`src/rtl/nco_sweep_controller.sv`:
```
// ---------------------------------------------------------------------------
// nco_sweep_controller
//
// Drives the 32-bit NCO frequency word. On a start request it latches the
// sweep settings, emits the start word, then steps the word upward by a fixed
// increment, holding each word for max(dwell,1) cycles. The sweep ends on
// carry out, on passing the stop word, or on a zero step. Single mode pulses
// opDone and returns to idle; continuous mode pulses opWrap and restarts at
// the start word.
//
// Optional feature macro: NCO_SWEEP_TRIANGLE_EN
//   Adds ipTriangle. When latched high, reaching the up-sweep end turns the
//   sweep around and steps down until the next word would fall below the
//   start word or borrow.
//
// Ports:
//   ipClk         system clock
//   ipReset       asynchronous active-high reset
//   ipStartFreq   first frequency word (unsigned)
//   ipStopFreq    inclusive upper bound (unsigned)
//   ipStep        increment per step (unsigned)
//   ipDwell       cycles each word is held, 0 treated as 1
//   ipContinuous  1 = repeating sweeps, 0 = one sweep
//   ipTriangle    up/down sweep select (NCO_SWEEP_TRIANGLE_EN only)
//   ipStart       single-cycle start request, ignored while busy
//   ipAbort       single-cycle abort request, wins over start and sweep end
//   opFrequency   registered frequency word to the NCO
//   opBusy        high while a sweep runs
//   opDone        one-cycle pulse when a single sweep completes
//   opWrap        one-cycle pulse when a continuous sweep restarts
// ---------------------------------------------------------------------------
module nco_sweep_controller #(
   parameter int DWELL_W = 16
) (
   input  logic               ipClk,
   input  logic               ipReset,
   input  logic [31:0]        ipStartFreq,
   input  logic [31:0]        ipStopFreq,
   input  logic [31:0]        ipStep,
   input  logic [DWELL_W-1:0] ipDwell,
   input  logic               ipContinuous,
`ifdef NCO_SWEEP_TRIANGLE_EN
   input  logic               ipTriangle,
`endif
   input  logic               ipStart,
   input  logic               ipAbort,
   output logic [31:0]        opFrequency,
   output logic               opBusy,
   output logic               opDone,
   output logic               opWrap
);

   typedef enum logic {ST_IDLE, ST_RUN} state_t;

   state_t             r_state;
   logic [31:0]        r_freq;
   logic [31:0]        r_start;
   logic [31:0]        r_stop;
   logic [31:0]        r_step;
   logic [DWELL_W-1:0] r_dwell_cnt;
   logic [DWELL_W-1:0] r_dwell_ld;
   logic               r_cont;
   logic               r_busy;
   logic               r_done;
   logic               r_wrap;

   logic [32:0]        w_up_sum;
   logic               w_up_end;
   logic               w_end;
   logic [31:0]        w_next_freq;
   logic               w_dwell_last;
   logic [DWELL_W-1:0] w_dwell_in;

`ifdef NCO_SWEEP_TRIANGLE_EN
   logic               r_tri;
   logic               r_down;
   logic [32:0]        w_dn_diff;
   logic               w_dn_end;
   logic               w_next_down;
`endif

   // Counter holds remaining cycles minus one, so a dwell of 0 or 1 both
   // reload 0 and the word changes every cycle.
   assign w_dwell_in   = (ipDwell == '0) ? '0 : ipDwell - DWELL_W'(1);
   assign w_dwell_last = (r_dwell_cnt == '0);

   // NOTE: every signal gets a default at the top of always_comb; a path that
   // skips an assignment would otherwise infer a latch.
   always_comb begin
      // 33-bit add: bit 32 is the carry that stops the word wrapping to 0.
      w_up_sum    = {1'b0, r_freq} + {1'b0, r_step};
      w_up_end    = w_up_sum[32] || (w_up_sum[31:0] > r_stop) || (r_step == 32'd0);
      w_end       = w_up_end;
      w_next_freq = w_up_sum[31:0];
`ifdef NCO_SWEEP_TRIANGLE_EN
      w_dn_diff   = {1'b0, r_freq} - {1'b0, r_step};
      w_dn_end    = w_dn_diff[32] || (w_dn_diff[31:0] < r_start) || (r_step == 32'd0);
      w_next_down = 1'b0;
      // Already descending, or at the top of a triangle: take the down step
      // straight from the current word so the stop word appears only once.
      if (r_down || (w_up_end && r_tri)) begin
         w_end       = w_dn_end;
         w_next_freq = w_dn_diff[31:0];
         w_next_down = 1'b1;
      end
`endif
   end

   // NOTE: sequential state uses non-blocking assignments so every register
   // samples pre-edge values regardless of statement order.
   always_ff @(posedge ipClk or posedge ipReset) begin
      if (ipReset) begin
         // NOTE: the latched sweep settings are reset along with the state so
         // no X ever reaches the compare/add logic.
         r_state     <= ST_IDLE;
         r_freq      <= '0;
         r_start     <= '0;
         r_stop      <= '0;
         r_step      <= '0;
         r_dwell_cnt <= '0;
         r_dwell_ld  <= '0;
         r_cont      <= 1'b0;
         r_busy      <= 1'b0;
         r_done      <= 1'b0;
         r_wrap      <= 1'b0;
`ifdef NCO_SWEEP_TRIANGLE_EN
         r_tri       <= 1'b0;
         r_down      <= 1'b0;
`endif
      end else begin
         r_done <= 1'b0;
         r_wrap <= 1'b0;
         case (r_state)
            ST_IDLE: begin
               // Abort in the same cycle suppresses the start.
               if (ipStart && !ipAbort) begin
                  r_start     <= ipStartFreq;
                  r_stop      <= ipStopFreq;
                  r_step      <= ipStep;
                  r_cont      <= ipContinuous;
                  r_dwell_ld  <= w_dwell_in;
                  r_dwell_cnt <= w_dwell_in;
                  r_freq      <= ipStartFreq;
                  r_busy      <= 1'b1;
                  r_state     <= ST_RUN;
`ifdef NCO_SWEEP_TRIANGLE_EN
                  r_tri       <= ipTriangle;
                  r_down      <= 1'b0;
`endif
               end
            end
            ST_RUN: begin
               if (ipAbort) begin
                  r_state     <= ST_IDLE;
                  r_busy      <= 1'b0;
                  r_freq      <= '0;
                  r_dwell_cnt <= '0;
               end else if (!w_dwell_last) begin
                  r_dwell_cnt <= r_dwell_cnt - DWELL_W'(1);
               end else if (!w_end) begin
                  r_freq      <= w_next_freq;
                  r_dwell_cnt <= r_dwell_ld;
`ifdef NCO_SWEEP_TRIANGLE_EN
                  r_down      <= w_next_down;
`endif
               end else if (r_cont) begin
                  r_freq      <= r_start;
                  r_wrap      <= 1'b1;
                  r_dwell_cnt <= r_dwell_ld;
`ifdef NCO_SWEEP_TRIANGLE_EN
                  r_down      <= 1'b0;
`endif
               end else begin
                  r_done      <= 1'b1;
                  r_busy      <= 1'b0;
                  r_state     <= ST_IDLE;
               end
            end
            default: r_state <= ST_IDLE;
         endcase
      end
   end

   assign opFrequency = r_freq;
   assign opBusy      = r_busy;
   assign opDone      = r_done;
   assign opWrap      = r_wrap;

endmodule

```
`config.mk`:
```
export PLATFORM = sky130hd
export DESIGN_NAME = nco_sweep_controller
export DESIGN_NICKNAME = d
export VERILOG_FILES = /design/src/rtl/nco_sweep_controller.sv
export SDC_FILE = /design/constraint.sdc
export NUM_CORES = 1
export LEC_CHECK = 0
export CORE_MARGIN = 4
export CORE_UTILIZATION = 45
export CTS_CLUSTER_DIAMETER = 120
export DETAILED_ROUTE_END_ITERATION = 16
export HOLD_SLACK_MARGIN = 0.1
export PLACE_DENSITY = 0.7
export SLEW_MARGIN = 40
export SYNTH_ARGS = -nofsm -noshare
export SYNTH_HDL_FRONTEND = slang
export SYNTH_SLANG_ARGS = --single-unit
```
`constraint.sdc`:
```
create_clock -name ipClk -period 18.6 [get_ports ipClk]
set_input_delay 5.58 -clock ipClk [delete_from_list [all_inputs] [get_ports ipClk]]
set_output_delay 5.58 -clock ipClk [all_outputs]
set_load 0.02 [all_outputs]
```
==> reports/results.tsv <==
stage	metric	value	unit
status	status	finished, final reports clean	
pwr	power_density	142	nW/µm²
global_route	grt_util_met2	35.9	%
sta	layout_worst_path_cycle_share	42.2	%
finish	num-fill-cells	1992	
global_route	grt_overflow	0	
setup_path	cp_data_required_time	18890	ps
finish	num_antenna_cells	0	
cts	cts_setup_buffers	0	
die	initial_utilization	46.1	%
route	wl	28000	µm
synthesis	synthTopCellsByArea	dfrtp_1 (41%), nand2_1 (9.8%), ha_1 (8.3%), o21ai_0 (4.9%), a21oi_1 (3.5%)	
pwr	pwr-share-clk	20.7	%
route	drt_iter0_markers	636	
sta	rsz0062_at_grt	false	
pwr	total_power	1780	µW
global_route	grt_use_met1	30.9	%
sta	setup_tns	0	ps
die	die_w	158	µm
cts	cts_made_buffers	17	
placement	io_buffers	151	
route	via_count	8902	
cts	cts_tree	yes	
setup_path	crit_chain	clkdlybuf4s50_1 > or4_1 > or3_1 > nor4_2 > nand2_1 > nor3_1 > mux2i_1 > nor2_1 > nor2_1 > a21oi_1	
route	wl_per_cell	17.7	µm
setup_path	r2r-end	opFrequency[1]	
sta	final.min_clock_period	7840	ps
cts	htreeDepth	4	
sta	skew	10.8	ps
hold_path	hold_start	r_start[30]	
cts	post_cts_resized	0	
die	rows	54	
setup_path	cpMaxStageDelayCell	or4_1	
sta	max_freq	128	MHz
job	cap_viol_max_count	0	
synthesis	synth_area	10200	µm²
hold_path	holdCritPathClass	flip-flop to flip-flop	
global_route	busiest_layer	met2	
synthesis	syn_nets	1350	
sta	finalHoldViolCount	0	
hold_path	hold_end	r_start[30]	
die	core	22000	µm²
route	firstDrtPassIters	5	
sta	setup_viol	0	
setup_path	ff2ff_setup_slack	12150	ps
pwr	switchingPower	736	µW
global_route	grt_max_degree	114	
synthesis	async_flop_share	100	%
synthesis	synth.distinct_cells	75	
pwr	p_comb_share	50.7	%
pwr	p_leak	0.00559	µW
synthesis	synth_enable_flop_cells	0	
synthesis	synth_top_area_cell	dfrtp_1	
sta	report.final.slew_viol_count	0	
synthesis	synth_most_common_cell	nand2_1	
route	postRouteAntennaNets	0	
placement	gp_congestion	0.919	
setup_path	start_kind	input pin	
setup_path	path_class	input pin to flip-flop	
setup_path	critPathCaptureType	flip-flop	
global_route	grt_pass1_vias	8580	
synthesis	synthCells	1165	
die	die_h	158	µm
sta	worst_pin_slew	688	ps
synthesis	synth_top_area_share	40.7	%
global_route	use_met3	4.18	%
route	drc_errors	0	
setup_path	crit_arrival	8130	ps
pwr	power_frac_seq	28.6	%
synthesis	ys.warnings.count	0	
cts	root_buffer	clkbuf_16	
cts	ctsHoldBuffers	0	
synthesis	synth-main-ff-cell	dfrtp_1	
synthesis	synth_seq_cells	165	
placement	hpwl	20200	µm
finish	final_net_count	1475	
setup_path	r2r_start	opFrequency[0]	
sta	slew_headroom	54.2	%
die	die_area	25000	µm²
synthesis	synth.avg_cell_area	8.72	µm²
pwr	switching_share	41.4	%
route	via_per_inst	5.62	
cts	worstSkewPairLatency	440	ps
synthesis	ys_seq_area_share	40.7	%
finish	area_delta_synth_final	23.1	%
finish	drive_gt1_share	6.75	%
cts	cts.path.max_buffers	2	
pwr	peakVddDrop	0.0765	mV
setup_path	worst_path_most_repeated_cell	nor2_1	
global_route	antenna_found_initial	0	
cts	clock_sinks	165	
setup_path	worstPathMaxFanout	5	
synthesis	synth_common_cells	nand2_1 (266), dfrtp_1 (165), o21ai_0 (99), a21oi_1 (71), ha_1 (67)	
setup_path	slowest_delay	540	ps
die	num_io_pins	152	
pwr	internal_power	1040	µW
global_route	grt_usage	22.1	%
setup_path	reg2regPathDepth	20	
cts	clk_pin_slew	60	ps
hold_path	hold_depth	2	
global_route	grt_pass1_wl	44200	µm
cell type report:
type	instances	area, µm²	area share (%)
sequential	165	4130	33.0
tap	280	350	2.80
clock buffer	23	498	3.98
clock inverter	9	115	0.920
multi-input combinational	886	5600	44.8
inverter	61	236	1.89
timing repair buffer	159	1580	12.6
cell usage in the layout (no fill, tap or decap), types with 19 or more instances in the layout:
cell / instances
dfrtp_1: 165
clkdlybuf4s50_1: 151
nand2_1: 265
nor2_1: 51
a21oi_1: 71
inv_1: 60
o21ai_0: 99
ha_1: 67
mux2i_1: 24
mux2_2: 19
xnor2_1: 28
stage by stage:
stage,hold slack (ps),utilization [%],cell area (µm²),instances,setup slack [ps]
2_1_floorplan,437,-,10200,1165,8560
3_3_place_gp,451,53.9,11900,1551,10350
3_5_place_dp,457,54.0,11900,1551,10340
4_1_cts,471,56.8,12500,1583,10740
5_1_grt,503,56.8,12500,1583,10600
6_report,467,56.8,12500,1583,10760
sequential cells by signal, indices dropped and copies added (netlist names):
register,cells
r_step,32
opBusy,1
r_dwell_cnt,16
opFrequency,32
r_start,32
r_dwell_ld,16
opDone,1
r_state,1
r_cont,1
opWrap,1
r_stop,32
kinds of logic (layout without fill, tap and decap cells):
kind of cell,Yosys count,after routing,share of synthesized area (%)
AO/OA/AOI/OAI,295,295,18.8
XOR/XNOR,44,44,3.79
adder cells (fa/ha/maj),68,68,8.45
buffers and inverters,114,252,4.55
flip-flops,165,165,40.7
multiplexers,49,49,5.25
AND/OR/NAND/NOR,430,430,18.6
routing by layer:
| metal | part of all wire (%) | wire (µm) |
|---|---|---|
| met2 | 47 | 13100 |
| met4 | 1.2 | 329 |
| met3 | 6.7 | 1870 |
| met5 | 0 | 0 |
| met1 | 45 | 12700 |
power groups by stage:
stage	clock network [µW]	registers, µW	logic [µW]
6_report	368	508	902
5_1_grt	388	517	999
4_1_cts	374	508	896
3_5_place_dp	0	513	890
3_3_place_gp	0	512	871
2_1_floorplan	0	519	624
worst max-delay path by stage:
stage / startpoint / to / slack, ps
after floorplan: ipReset / opBusy / 8560
after global placement: ipDwell[0] / r_dwell_cnt[15] / 10350
after global routing: ipDwell[0] / r_dwell_cnt[15] / 10600
final: ipDwell[0] / r_dwell_cnt[15] / 10760
after CTS: ipDwell[0] / r_dwell_cnt[15] / 10740
after detailed placement: ipDwell[0] / r_dwell_cnt[15] / 10340
critical path, delay by kind of cell:
family	cells	cell delay (ps)
and+or+nand+nor	7	1730
buffers and inverters	1	480
AOI/OAI and AO/OA	1	70
muxes	1	260
Note: power is estimated with default switching activity, not from simulation.
